[config.mk]
export PLATFORM = sky130hd
export DESIGN_NAME = pc_sequencer
export DESIGN_NICKNAME = d
export VERILOG_FILES = /design/src/rtl/pc_sequencer.sv
export SDC_FILE = /design/constraint.sdc
export NUM_CORES = 1
export LEC_CHECK = 0
export ABC_AREA = 1
export BUFFER_PORTS_ARGS = -buffer_cell sky130_fd_sc_hd__buf_4
export CAP_MARGIN = 15
export CORE_AREA = 2 2 195 197
export CTS_CLUSTER_SIZE = 14
export DETAILED_ROUTE_END_ITERATION = 8
export DIE_AREA = 0 0 197 199
export PLACE_DENSITY_LB_ADDON = 0.05
export SYNTH_ARGS = -nofsm -noshare
export SYNTH_HDL_FRONTEND = slang
export SYNTH_SLANG_ARGS = --single-unit
[constraint.sdc]
create_clock -name clk -period 2.9 [get_ports clk]
set_input_delay 0.58 -clock clk [delete_from_list [all_inputs] [get_ports clk]]
set_output_delay 0.58 -clock clk [all_outputs]
set_load 0.02 [all_outputs]
[src/rtl/pc_sequencer.sv]
// Program-counter stage: PC register, branch resolution, next-PC select,
// RUN/HALT/FAULT control and a retired-instruction counter.
module pc_sequencer #(
   parameter int             N            = 32,
   parameter logic [N-1:0]   RESET_VECTOR = '0,
   parameter int             CNT_W        = 32
) (
   input  logic             clk,
   input  logic             rst,
   input  logic             branch,
   input  logic             jal,
   input  logic             jalr,
   input  logic             halt_req,
   input  logic [2:0]       funct3,
   input  logic             zf,
   input  logic             cf,
   input  logic             vf,
   input  logic             sf,
   input  logic [N-1:0]     imm,
   input  logic [N-1:0]     rs1_data,
   input  logic             resume,
   output logic [N-1:0]     pc,
   output logic [N-1:0]     pc_plus4,
   output logic [1:0]       pc_src,
   output logic             take_branch,
   output logic             halted,
   output logic             fault,
   output logic [CNT_W-1:0] instret
);

   typedef enum logic [1:0] {S_RUN, S_HALT, S_FAULT} state_e;

   localparam logic [1:0] SRC_SEQ  = 2'b00;
   localparam logic [1:0] SRC_JALR = 2'b01;
   localparam logic [1:0] SRC_BR   = 2'b10;
   localparam logic [1:0] SRC_HOLD = 2'b11;

   state_e           state_q, state_d;
   logic [N-1:0]     pc_q, pc_d;
   logic [CNT_W-1:0] instret_q, instret_d;

   logic         cond;
   logic [N-1:0] br_tgt, jalr_sum, jalr_tgt, sel_tgt;

   always_comb begin
      cond = 1'b0;
      case (funct3)
         3'b000:  cond = zf;
         3'b001:  cond = ~zf;
         3'b100:  cond = sf ^ vf;
         3'b101:  cond = ~(sf ^ vf);
         3'b110:  cond = ~cf;
         3'b111:  cond = cf;
         default: cond = 1'b0;
      endcase
   end

   assign take_branch = branch & cond & (state_q == S_RUN);
   assign pc_plus4    = pc_q + N'(4);
   assign br_tgt      = pc_q + imm;
   assign jalr_sum    = rs1_data + imm;
   assign jalr_tgt    = {jalr_sum[N-1:1], 1'b0};

   always_comb begin
      pc_src    = SRC_HOLD;
      sel_tgt   = pc_q;
      pc_d      = pc_q;
      state_d   = state_q;
      instret_d = instret_q;
      case (state_q)
         S_RUN: begin
            if (halt_req) begin
               // Halt outranks every redirect, so no alignment check applies.
               state_d   = S_HALT;
               instret_d = instret_q + CNT_W'(1);
            end else begin
               if (jalr) begin
                  pc_src  = SRC_JALR;
                  sel_tgt = jalr_tgt;
               end else if (jal | take_branch) begin
                  pc_src  = SRC_BR;
                  sel_tgt = br_tgt;
               end else begin
                  pc_src  = SRC_SEQ;
                  sel_tgt = pc_plus4;
               end
               if (pc_src != SRC_SEQ && sel_tgt[1:0] != 2'b00) begin
                  state_d = S_FAULT;
               end else begin
                  pc_d      = sel_tgt;
                  instret_d = instret_q + CNT_W'(1);
               end
            end
         end
         S_HALT: begin
            if (resume) begin
               pc_src  = SRC_SEQ;
               pc_d    = pc_plus4;
               state_d = S_RUN;
            end
         end
         default: ;
      endcase
   end

   always_ff @(posedge clk or posedge rst) begin
      if (rst) begin
         state_q   <= S_RUN;
         pc_q      <= RESET_VECTOR;
         instret_q <= '0;
      end else begin
         state_q   <= state_d;
         pc_q      <= pc_d;
         instret_q <= instret_d;
      end
   end

   assign pc      = pc_q;
   assign halted  = (state_q == S_HALT);
   assign fault   = (state_q == S_FAULT);
   assign instret = instret_q;

endmodule

==> qor.csv <==
stage,metric,value,unit
outcome,outcome,"complete, no violations",
timing,Fin Clk Skew,0.01000,ns
drt,Post-Route WL,42610,um
global_routing,Total GRT Usage,21.68,%
clock_tree,clock tree root buffer cell,clkbuf_16,
clock_tree,CTS tree,yes,
synthesis,Yosys cell types,43,
setup_path,CP Launch Type,register,
synthesis,Post-Syn Area,9140,um^2
timing,worst setup margin,0.05154,ns
synthesis,Post-synth EDFFs,0,
clock_tree,clock sink count,66,
die,initial cell density of the core,24.61,%
global_routing,largest net degree at the start of global routing,47,
synthesis,mux cell area share after synthesis,0,%
cells_and_area,share of post-route cells with drive strength above 1,19.00,%
synthesis,prevailing post-synth register cell,dfrtp_1,
synthesis,XOR/XNOR Fraction of Synth Area,7.556,%
synthesis,Ys Warns,0,
timing,final hold violations,0,
job,Max Cap Viol,0,
setup_path,WP data arrival,2.27,ns
power_and_ir_drop,pwr dens,271.5,nW/um^2
global_routing,vias in the first global route,10220,
clock_tree,CTS Buf Count,9,
drt,post-route ant nets,0,
synthesis,Post-Synth Adder-Cell Area,9.062,%
clock_tree,Clock transition at path regs,0.07,ns
placement,HPWL Detailed,35980,um
cells_and_area,# fillers,4312,
cells_and_area,Final Instance Area,11980,um^2
synthesis,post-synthesis simple-gate area fraction,45.39,%
synthesis,Synth Instances,1593,
global_routing,first-pass GRT wire length,63760,um
synthesis,complex-gate fraction of the synthesized area,9.377,%
setup_path,CP Launch Point,pc[2],
global_routing,initial antenna violation count,0,
setup_path,crit path kind,register to primary output,
drt,vias per cell,4.642,
die,Core ar.,37130,um^2
die,io pins,179,
timing,Worst slew margin,59.64,%
setup_path,RR Startpoint,pc[11],
cells_and_area,"commonest non-fill, non-tap cell in the layout",nand2_1,
synthesis,"flops & latches, synth",66,
drt,DRC Markers,0,
drt,via count,10750,
synthesis,asr flop ratio synth,100.0,%
placement,Place WS,-0.04422,ns
timing,final setup vio count,0,
die,num rows,71,
timing,RSZ-0062 raised after global routing,true,
worst_hold_path,HP Class,input pin to asynchronous set/reset pin,
drt,Initial DRC Count,797,
drt,First-pass DRT Iterations,5,
die,die width,197,um
drt,drt wl/cell,18.40,um
timing,Final Cycle Share,98.22,%
clock_tree,clk_lat worst skew,0.35,ns
cells_and_area,"commonest non-fill, non-tap cells in the layout","595 x nand2_1, 257 x buf_4, 206 x inv_1",
clock_tree,H-Tree Depth,3,
cells_and_area,ant diodes,0,
power_and_ir_drop,leakage,6.589,nW
clock_tree,CTS Buffer Depth,2,
timing,worst hold slack,0.3004,ns
timing,Slew Limit Fails,0,
timing,highest clock rate,0.3511,GHz
die,DIE AREA,39200,um^2
cells_and_area,# nets final,1980,
placement,PortBufs,178,
placement,Placed Area,11380,um^2
synthesis,Syn Nets,1736,
die,die height,199,um
power_and_ir_drop,Max VDD drop,0.0002640,V
global_routing,Overflow after GRT,0,
setup_path,Worst EP required,2.32,ns
synthesis,Synth Area per Inst,5.738,um^2
placement,routability cong.,0.8792,
setup_path,CP max FO,4,
cells_and_area,Area Overhead vs Synth,31.10,%
synthesis,sequential element share of the synthesized area,18.07,%
timing,minimum clock period,2.848,ns
synthesis,largest family of logic cells by synthesized area,simple AND/OR/NAND/NOR gates,
setup_path,kind of end point of the critical path,primary output,
timing,actual slew at the worst max-slew pin,0.5998,ns
==> flip-flops by register name, summed over array words and instances (netlist names) <==
name,count
state_q,2
instret,32
pc,32
==> final cells by class <==
type                       instances  area (um^2)  share of cell area [%]
clock inverter                     6        42.54                  0.3550
timing repair buffer             259         1961                   16.36
clock buffer                      10        239.0                   1.994
inverter                         213        799.5                   6.672
sequential                        66         1665                   13.90
tap                              474        593.1                   4.949
multi-input combinational       1288         6683                   55.77
==> cells in the mapped netlist, types with 4 or more instances <==
library cell,count,area share (%)
nand2_1,597,25
inv_1,207,8.5
nor2_1,151,6.2
nand3_1,141,7.7
a21oi_1,69,3.8
dfrtp_1,66,18
ha_1,63,8.6
o21ai_0,55,3.0
xor2_1,53,5.1
nor3_1,30,1.6
xnor2_1,24,2.3
nand4_1,21,1.4
clkbuf_1,10,0.41
nor4_1,9,0.62
o21ai_1,9,0.49
or2_2,9,0.62
o21ai_2,8,0.77
buf_4,7,0.57
nand3_2,6,0.66
o21bai_1,6,0.49
buf_2,5,0.27
inv_2,5,0.21
nand2_2,5,0.34
a22o_1,4,0.38
==> final timing paths <==
check	end	slack, ns	cells past startpoint
hold / removal	pc[18]	0.30	2
setup reg to reg	pc[16]	0.16	16
hold reg to reg	instret[31]	0.54	2
max in group asynchronous	instret[18]	1.92	3
setup / recovery	pc_plus4[26]	0.05	8
min in group clk	state_q[0]	0.53	3
==> cell families after synthesis <==
kind of cell | count (synthesis)
AOI/OAI and AO/OA | 157
xor gates and xnor gates | 78
adders and majority gates | 65
buffers and inverters | 239
DFF | 66
and+or+nand+nor | 988
==> layer usage <==
layer,share of wire [%],GRT usage [%]
met1,50,31.38
met4,0.59,2.256
met2,46,35.49
met5,0,0
met3,4.0,2.628
==> report_power, final <==
part	internal, W	switching [W]	leakage [nW]
combinational	0.000459	0.000758	5.62
clock	0.000603	0.000480	0.134
sequential	0.000933	0.0000218	0.833
==> repair_timing <==
item	CTS	global route
pin swaps	1	11
resized for setup	18	25
hold buffers	0	0
buffers inserted	8	11
setup endpoints to repair	10	10
==> metrics by stage <==
| step | std cells | total power (W) | setup TNS [ns] | utilization (%) |
|---|---|---|---|---|
| final | 2316 | 0.003254 | 0 | 32.27 |
| after global routing | 2316 | 0.003467 | -0.09402 | 32.27 |
| after CTS | 2305 | 0.003284 | 0 | 31.72 |
| after detailed placement | 2281 | 0.002181 | -0.06780 | 30.66 |
| after global placement | 2281 | 0.002181 | -0.04499 | 30.66 |
| after floorplan | 1593 | 0.001670 | 0 | - |
==> critical path: stages, from the launching register on <==
cell and delay [ns]:
dfrtp_1 0.42, ha_4 0.18, nand3_4 0.11, nor2_4 0.21
inv_1 0.13, nor2_4 0.13, nand4_1 0.23, xnor2_2 0.32
buf_4 0.19
Note: power is estimated with default switching activity, not from simulation.
